### config.mk
export PLATFORM = sky130hd
export DESIGN_NAME = bcd_counter_n
export DESIGN_NICKNAME = d
export VERILOG_FILES = /design/src/rtl/bcd_counter_n.sv
export SDC_FILE = /design/constraint.sdc
export NUM_CORES = 1
export LEC_CHECK = 0
export CELL_PAD_IN_SITES_DETAIL_PLACEMENT = 0
export CELL_PAD_IN_SITES_GLOBAL_PLACEMENT = 1
export CORE_ASPECT_RATIO = 0.9
export CORE_MARGIN = 2
export CORE_UTILIZATION = 34
export DETAILED_ROUTE_END_ITERATION = 7
export MAX_ROUTING_LAYER = met4
export PLACE_DENSITY_LB_ADDON = 0.1
export SYNTH_ARGS = -nofsm -noshare
export SYNTH_HDL_FRONTEND = slang
export SYNTH_SLANG_ARGS = --single-unit
### constraint.sdc
create_clock -name clk -period 1.94 [get_ports clk]
set_clock_uncertainty 0.2 [all_clocks]
set_input_delay 0.582 -clock clk [delete_from_list [all_inputs] [get_ports clk]]
set_output_delay 0.582 -clock clk [all_outputs]
set_load 0.005 [all_outputs]
### src/rtl/bcd_counter_n.sv
// Fully synchronous N-digit BCD up/down counter. It supports validated parallel load,
// an optional saturate mode, and a registered carry/borrow pulse for same-clock cascading.
module bcd_counter_n #(
    parameter int DIGITS   = 2,
    parameter bit SATURATE = 1'b0
) (
    input  logic                  clk,
    input  logic                  Clear,
    input  logic                  en,
    input  logic                  up_dn,
    input  logic                  load,
    input  logic [4*DIGITS-1:0]   load_val,
    output logic [4*DIGITS-1:0]   count,
    output logic                  carry_out,
    output logic                  load_err
);
    localparam int W = 4 * DIGITS;

    logic [W-1:0]      count_q, count_d;
    logic [W-1:0]      inc_val, dec_val;
    logic              carry_q, carry_d;
    logic              load_err_q, load_err_d;
    logic [DIGITS-1:0] is_nine, is_zero, load_ok, step_up, step_dn;
    logic              up_term, dn_term;

    genvar gi;
    generate
        for (gi = 0; gi < DIGITS; gi++) begin : g_digit
            logic [3:0] digit;
            assign digit         = count_q[4*gi +: 4];
            assign is_nine[gi]   = (digit == 4'd9);
            assign is_zero[gi]   = (digit == 4'd0);
            assign load_ok[gi]   = (load_val[4*gi +: 4] <= 4'd9);

            // A digit steps only when every lower digit is at its rollover value.
            if (gi == 0) begin : g_lsd
                assign step_up[gi] = 1'b1;
                assign step_dn[gi] = 1'b1;
            end else begin : g_upper
                assign step_up[gi] = &is_nine[gi-1:0];
                assign step_dn[gi] = &is_zero[gi-1:0];
            end

            assign inc_val[4*gi +: 4] = !step_up[gi] ? digit :
                                        (is_nine[gi] ? 4'd0 : digit + 4'd1);
            assign dec_val[4*gi +: 4] = !step_dn[gi] ? digit :
                                        (is_zero[gi] ? 4'd9 : digit - 4'd1);
        end
    endgenerate

    assign up_term = &is_nine;
    assign dn_term = &is_zero;

    always_comb begin
        count_d    = count_q;
        carry_d    = 1'b0;
        load_err_d = load_err_q;
        if (load) begin
            if (&load_ok) begin
                count_d    = load_val;
                load_err_d = 1'b0;
            end else begin
                load_err_d = 1'b1;
            end
        end else if (en) begin
            // inc_val/dec_val already wrap at the terminal value; saturate just holds.
            if (up_dn) begin
                carry_d = up_term;
                if (!(SATURATE && up_term)) begin
                    count_d = inc_val;
                end
            end else begin
                carry_d = dn_term;
                if (!(SATURATE && dn_term)) begin
                    count_d = dec_val;
                end
            end
        end
    end

    always_ff @(posedge clk) begin
        if (Clear) begin
            count_q    <= '0;
            carry_q    <= 1'b0;
            load_err_q <= 1'b0;
        end else begin
            count_q    <= count_d;
            carry_q    <= carry_d;
            load_err_q <= load_err_d;
        end
    end

    assign count     = count_q;
    assign carry_out = carry_q;
    assign load_err  = load_err_q;

endmodule
Yosys cells after proc, flatten, opt, wreduce, memory -nomap -nowiden
Index checks and enable logic that the tools add are counted.
{"block": "op_classes", "bitwise_logic": 1, "reduce_logical": 10, "n_lt_le_gt_ge": 2, "n_eq_ne": 4, "n_mux": 12, "addsub": 4}
{"op": "8-bit 2-to-1 mux", "n": 4}
{"op": "4-bit 2-to-1 mux", "n": 6}
{"op": "4-bit by 1-bit adder with 4-bit output (second input constant)", "n": 2}
{"op": "4-bit equality test (second input constant)", "n": 2}
{"op": "4-bit <= comparator (second input constant)", "n": 2}
{"op": "4-bit zero test", "n": 2}
{"op": "2-bit AND reduction", "n": 4}
{"op": "4-bit by 1-bit subtractor with 4-bit output (second input constant)", "n": 2}
{"op": "4-bit AND reduction", "n": 1}
{"op": "3-bit by 1-bit != test with 1-bit output (second input constant)", "n": 1}
{"op": "3-bit nonzero test", "n": 1}
{"op": "3-bit OR reduction", "n": 1}
{"op": "1-bit 2-to-1 mux", "n": 2}
{"op": "2-bit by 1-bit != test with 1-bit output (second input constant)", "n": 1}
{"op": "2-bit nonzero test", "n": 1}
{"op": "1-bit NOT", "n": 1}
{"block": "totals", "out_inout_bits": 10, "in_bits": 13, "reg_bits": 10}

Longest topological paths before layout
Gate-level depths: netlist of run 1.
{"block": "logic_depth", "word_depth": 6, "mapped_depth": 5, "ltp_nobuf": 4}

Worst setup path before layout of run 1
OpenSTA, ideal clock, no wires.
{"block": "synth_path", "kind": "input-to-reg", "startpoint": "input load", "endpoint": "register count_q[3] (netlist: count[3])", "t_required_ns": 1.623, "setup_ns": 0.117, "arrival_time_ns": 1.555, "path_slack_ns": 0.067, "path_stages": 5, "path_cell_list": "inv_1 > clkbuf_1 > o221ai_1 > a211o_1 > a32o_1"}
{"block": "synth_between", "elab_chain_cells": 2}
{"element": "start: declaration", "line": "11", "rtl": "input logic load,"}
{"element": "2-bit by 1-bit != test with 1-bit output (no source line) or 2-bit nonzero test (tied branches)"}
{"element": "2-bit AND reduction (no source line)"}
{"element": "end signal: assignment", "line": "87", "rtl": "count_q <= count_d;"}
{"element": "end: declaration", "line": "19", "rtl": "logic [W-1:0] count_q, count_d;"}
Parallel ways exist; a longest one is shown, timed or not.
A chain may end at the register's enable or synchronous reset.

Final worst setup path of run 1
{"block": "layout_path", "startpoint": "register count_q[2] (netlist: count[2])", "endpoint": "output count[2]"}
{"element": "end: declaration", "line": "13", "rtl": "output logic [4*DIGITS-1:0] count,"}
No word-level cell between the ends.

==> summary.md, run 1 <==
| Metric | Value |
|---|---|
| Hold/Removal Path Class | register to register |
| Ys flop type | dfxtp_1 |
| Hold_ws | 283.7 ps |
| Post-route DRC | 0 |
| Synth Warn # | 0 |
| Fraction of the mapped netlist area in adder cells | 0 |
| Antenna violations before repair | 0 |
| Initial DRC count | 20 |
| Post-DRT Antenna Nets | 0 |
| GRT overflow | 0 |
| Routability Congestion | 0.7988 |
| I/O Buffers | 22 |
| Post-synthesis mux area share | 0 |
| Synth Area in XOR/XNOR | 0.009804 |
| Placed Cells incl. Taps | 180 |
| P&R area growth vs syn | 59.10% |
| Final instance area | 1421 um^2 |
| Max stage delay on crit path | roughly 500 ps |
| CP bufs+invs | 1 |
| Synth async-reset ratio | 0 |
| Final Cycle Share | 0.9827 |
| Reg clk slew, reported paths | 80 ps |
| FMAX | 0.5245 GHz |
| Yosys reg bits | 10 |
| Routed wire length | 2625 um |
| Unique masters post-synth | 51 |
| Setup CP Type | register to output pin |
| Crit path cell chain | clkdlybuf4s50_1 |
| Synth Area in Simple Gates | 0.3193 |
| Fin. max-slew vios | 0 |
| Startpoint types | register |
| CP endpoint kind | output pin |
| Top-Level Pins | 23 |
| Max-cap violations | 0 |
| Worst slew pin tran | 360.0 ps |
| Largest family of logic cells by synthesized area | compound AO/OA/AOI/OAI gates |
| H-tree depth | 1 |
| Per-cell routed wire length | between 10 and 15 um |
| CTS Buffer Depth | 2 |
| Post-synthesis sequential area ratio | 0.2241 |
| Skew-Pair Late Insertion Delay | 270 ps |
| Top-area cell type share of the netlist area | 0.2241 |
| Starting Density | 0.3621 |
| Final setup violation count | 0 |
| Largest net degree at the start of global routing | 16 |
| DP Worst Slack | -466.7 ps |
| Count of flip-flops with a built-in enable after synthesis | 0 |
| FP Rows | 17 |
| Via count | 1014 |
| Min-Delay Endpoint | count[5] |
| Max-Slew Margin vs Limit | 0.7597 |
| CP delay by family, top | buffers and inverters |
| Number of diodes | 0 |
| Total power draw | 751.6 uW |
| Leak | ~0.57 nW |
| DRT Pass-1 Iters | 4 |
| P per Cell Area | 528.8 nW/um^2 |
| Vias per cell | 5.422 |
| Hold path depth | 2 |
| Layout cells sized above 1 | 0.3648 |
| Synth area leaders | dfxtp_1 22%, nand2b_1 5.6%, a21oi_1 4.5%, nor3_1 3.4%, clkbuf_1 3.4% |
| Mapped Area | 893.4 um^2 |
| Core footprint | 2467 um^2 |
| Syn Area/Cell | 7.768 um^2 |
| DP Wirelength | 1991 um |
| Post-synth top area cell | dfxtp_1 |
| Hold-fix buffers, CTS | 0 |
| Die area | about 3100 um^2 |
| Slowest-stage cell, CP | clkdlybuf4s50_1 |
| Die Width | 58.03 um |
| Reg2reg path depth | 5 |
| Overall Global Routing Usage | 0.1895 |
| Worst EP required | 1160 ps |
| Number of hold violations in the final report | 0 |
| Most numerous cell in the Yosys netlist | dfxtp_1 |
| Fraction of the mapped netlist area in compound gates | 0.3768 |
| Clock Sink Count | 10 |
| Min Tclk post-route | 1906 ps |
| Maximum VDD drop | 0.3789 mV |
| Placed Instance Area | approximately 1300 um^2 |
| R2R Path Start | count[3] |
| Most frequent cells after synthesis | 10 x dfxtp_1, 8 x a21oi_1, 8 x clkbuf_1, 8 x nand2b_1 |
| NumNets Final | 173 |
| Crit-path max FO | 3 |
| First-pass GRT wire length | about 4300 um |
| WP data arrival | 1120 ps |
| Synth Instances | between 100 and 150 |
| Fin cells | 187 |
| Setup tns final | 0 ps |
| Status | finished, final reports clean |
| HP Start | count[5] |
| Worst reg2reg endpoint | count[7] |
| Chip height | 52.63 um |
| Syn Nets | around 130 |
| Finished Core Util | 0.5761 |
| Unrepaired setup endpoints after global routing | no |
| Cts bufs inserted | 3 |
| Number of global-route vias before repair | 916 |
| Clk root buf | clkbuf_4 |
| R2r setup slk | ~220 ps |
| CTS tree | built |
| Setup ws final | 33.50 ps |
## cell type report
cell class | count | area [um^2]
Sequential cell | 10 | 214.0
Multi-Input combinational cell | 91 | 679.4
Inverter | 3 | 11.26
Fill cell | 231 | 1046
Timing Repair Buffer | 51 | 445.4
Clock buffer | 4 | 36.28
Tap cell | 28 | 35.03
## sequential cells by signal (all words and copies together), names as in the netlist
name	flops
carry_out	1
count	8
load_err	1
## worst register-to-register path: cells and delay by family, from the launching register on
kind / cells / cell delay (ps)
buf+inv: 1 / 150
flops: 1 / 350
simple gates: 2 / 480
compound gates: 2 / 420
## power breakdown
| part | internal [mW] | switching, mW | total, mW |
|---|---|---|---|
| sequential | 0.223 | 0.0122 | 0.235 |
| clock | 0.114 | 0.0840 | 0.198 |
| combinational | 0.173 | 0.145 | 0.318 |
## worst max path at each step
stage | startpoint | slack, ps | to | depth (start not counted)
global placement | load | -440 | count[7] | 5
detailed placement | load | -470 | count[7] | 5
finish | count[2] | 30 | count[2] | 1
floorplan | load | 70 | count[3] | 5
global route | count[2] | 0.5 | count[2] | 1
CTS | count[0] | 0.8 | count[0] | 1
## layout by cell type (no fill, tap or decap), types with 4 or more instances in the layout
master,Yosys,layout
nor3_1,6,5
dfxtp_2,0,5
buf_4,0,27
clkdlybuf4s50_1,0,16
nand3_1,4,4
nor2_1,6,6
o21ai_0,4,4
nand2b_1,8,8
a21oi_1,8,7
nand2_1,6,6
## repair_timing
action	in CTS	in global routing
pin swaps	3	7
endpoints found under the setup margin	13	10
gates resized for setup	15	14
setup buffers	1	2
endpoints found under the hold margin	0	0
## cells by family (layout without fill, tap and decap cells)
group / Yosys count / in the layout
XOR/XNOR: 1 / 1
AND/OR/NAND/NOR: 49 / 49
AO/OA/AOI/OAI: 41 / 41
flip-flops: 10 / 10
buffers and inverters: 14 / 58
## layer usage
| layer | routed length [um] | global-route usage |
|---|---|---|
| met1 | 1352 | 0.2659 |
| met2 | 1187 | 0.2784 |
| met3 | 67 | 0.01481 |
| met4 | 17 | 0.08140 |
| met5 | 0 | - |
(Power assumes the default switching activity.)
==> run 2: changes to the inputs <==
--- a/config.mk
+++ b/config.mk
@@ -7,7 +7,6 @@
 export LEC_CHECK = 0
 export CELL_PAD_IN_SITES_DETAIL_PLACEMENT = 0
 export CELL_PAD_IN_SITES_GLOBAL_PLACEMENT = 1
-export CORE_ASPECT_RATIO = 0.9
 export CORE_MARGIN = 2
 export CORE_UTILIZATION = 34
 export DETAILED_ROUTE_END_ITERATION = 7
==> summary.md, run 2 (synthesis gave the netlist of run 1 again) <==
| Metric | Value |
|---|---|
| Max stage delay on crit path | between 500 and 600 ps |
| Starting Density | 0.3606 |
| Number of hold violations in the final report | 0 |
| Final Cycle Share | 0.9870 |
| Most common cell after layout, fill and taps aside | buf_4 |
| Most frequent cells in the layout | 24 x buf_4, 13 x clkdlybuf4s50_1, 8 x nand2b_1 |
| Cts bufs inserted | 3 |
| CTS tree | built |
| Leak | 0.5663 nW |
| HP Start | load_err |
| Min Tclk post-route | roughly 1900 ps |
| FP Rows | 18 |
| Skew-Pair Late Insertion Delay | 280 ps |
| Maximum VDD drop | 0.3476 mV |
| DP Wirelength | 2005 um |
| Crit-path max FO | 2 |
| Switching pwr | around 250 uW |
| GRT overflow | 0 |
| Slowest-stage cell, CP | clkdlybuf4s50_1 |
| Clk root buf | clkbuf_4 |
| Unrepaired setup endpoints after global routing | no |
| WP data arrival | 1130 ps |
| FMAX | approximately 0.52 GHz |
| Max-Slew Margin vs Limit | 0.7763 |
| Reg clk slew, reported paths | 80 ps |
| Post-DRT Antenna Nets | 0 |
| Hold_ws | 294.1 ps |
| Chip height | 55.26 um |
| Routed wire length | between 2000 and 3000 um |
| CP bufs+invs | 1 |
| Layout cells sized above 1 | 0.3526 |
| DRT Pass-1 Iters | 4 |
| Antenna violations before repair | 0 |
| Number of global-route vias before repair | approximately 1000 |
| Worst EP required | 1160 ps |
| Fin. max-slew vios | 0 |
| Worst slew pin tran | 332.9 ps |
| CTS Buffer Depth | 2 |
| P per Cell Area | 533.4 nW/um^2 |
| Final setup violation count | 0 |
| Switching power share of the total | 0.3280 |
| Final instance area | 1405 um^2 |
| P&R area growth vs syn | 57.28% |
| Setup CP Type | register to output pin |
| H-tree depth | 1 |
| Max-cap violations | 0 |
| Top-Level Pins | 23 |
| CP delay by family, top | buffers and inverters |
| Clock Sink Count | 10 |
| Initial DRC count | 23 |
| Routability Congestion | 0.7991 |
| Per-cell routed wire length | between 10 and 15 um |
| Max reg flops | 8 |
| Overall Global Routing Usage | 0.1909 |
| First-pass GRT wire length | 4602 um |
| CP Launch Point | count[7] |
| Die area | 3054 um^2 |
| Core footprint | between 2000 and 2500 um^2 |
| Logic pwr share | 0.420 |
| Hold-fix buffers, CTS | 0 |
| Die Width | 55.26 um |
| Post-route DRC | 0 |
| R2R Path Start | count[0] |
| Total power draw | 749.5 uW |
| Status | finished, final reports clean |
| Setup tns final | 0 ps |
| NumNets Final | 170 |
| Placed Instance Area | approximately 1300 um^2 |
| Via count | 1036 |
| Vias per cell | 5.570 |
| Internal | 503.7 uW |
| CP endpoint kind | output pin |
| Largest net degree at the start of global routing | 16 |
| Startpoint types | register |
| Hold/Removal Path Class | register to register |
| Reg power frac | 0.311 |
| Number of diodes | 0 |
| Crit path cell chain | clkdlybuf4s50_1 |
| Clock share of power | 0.269 |
| I/O Buffers | 22 |
==> run 2: repair_timing <==
item,in CTS,in global routing
setup buffers,1,3
endpoints found under the setup margin,12,11
gates resized for setup,19,11
pin swaps,6,4
==> run 2: final cells by class <==
cell class / count / area [um^2]
multi-input cells: 91 / 688.2
well taps: 30 / 37.54
inverters: 3 / 11.26
repair buffers: 48 / 422.9
clock buffers: 4 / 36.28
fillers: 244 / 1072
flip-flops and latches: 10 / 209.0
==> run 2: worst reg2reg max path: cells and delay by family (launching register included) <==
family                 cells  cell delay [ps]
AND/OR/NAND/NOR            2              500
buffers and inverters      1              150
flip-flops                 1              340
AO/OA/AOI/OAI              2              440
==> run 2: power groups by stage <==
stage,combinational [mW],sequential (mW),clock [mW]
finish,0.314,0.233,0.202
global route,0.348,0.235,0.213
CTS,0.302,0.233,0.203
detailed placement,0.286,0.239,0
global placement,0.284,0.239,0
floorplan,0.158,0.240,0
==> run 2: per-stage QoR <==
step	worst slack, ps	util	instances
2_1_floorplan	67.33	-	115
4_1_cts	7.623	0.5455	183
5_1_grt	2.654	0.5672	186
6_report	25.26	0.5672	186
3_5_place_dp	-479.1	0.5106	178
3_3_place_gp	-443.2	0.5106	178
==> run 2: path summary, 6_finish.rpt <==
| check | to | slack, ps | cells after the start |
|---|---|---|---|
| hold / removal | load_err | 290 | 2 |
| hold reg to reg | load_err | 290 | 2 |
| setup reg to reg | count[7] | 190 | 5 |
| setup / recovery | count[7] | 30 | 1 |
==> run 2: routing by layer <==
| layer | GRT usage | wire length, um | vias up |
|---|---|---|---|
| met5 | - | 0 | - |
| met2 | 0.2976 | 1214 | 28 |
| met1 | 0.2622 | 1259 | 482 |
| li1 | - | - | 521 |
| met4 | 0.06272 | 43 | 0 |
| met3 | 0.01405 | 105 | 5 |
==> run 3: changes to the inputs <==
--- a/config.mk
+++ b/config.mk
@@ -10,6 +10,7 @@
 export CORE_MARGIN = 2
 export CORE_UTILIZATION = 34
 export DETAILED_ROUTE_END_ITERATION = 7
+export HOLD_SLACK_MARGIN = 0.12
 export MAX_ROUTING_LAYER = met4
 export PLACE_DENSITY_LB_ADDON = 0.1
 export SYNTH_ARGS = -nofsm -noshare
==> results of run 3 <==
Same layout as run 2: the final DEF is identical, and so are final timing and power.
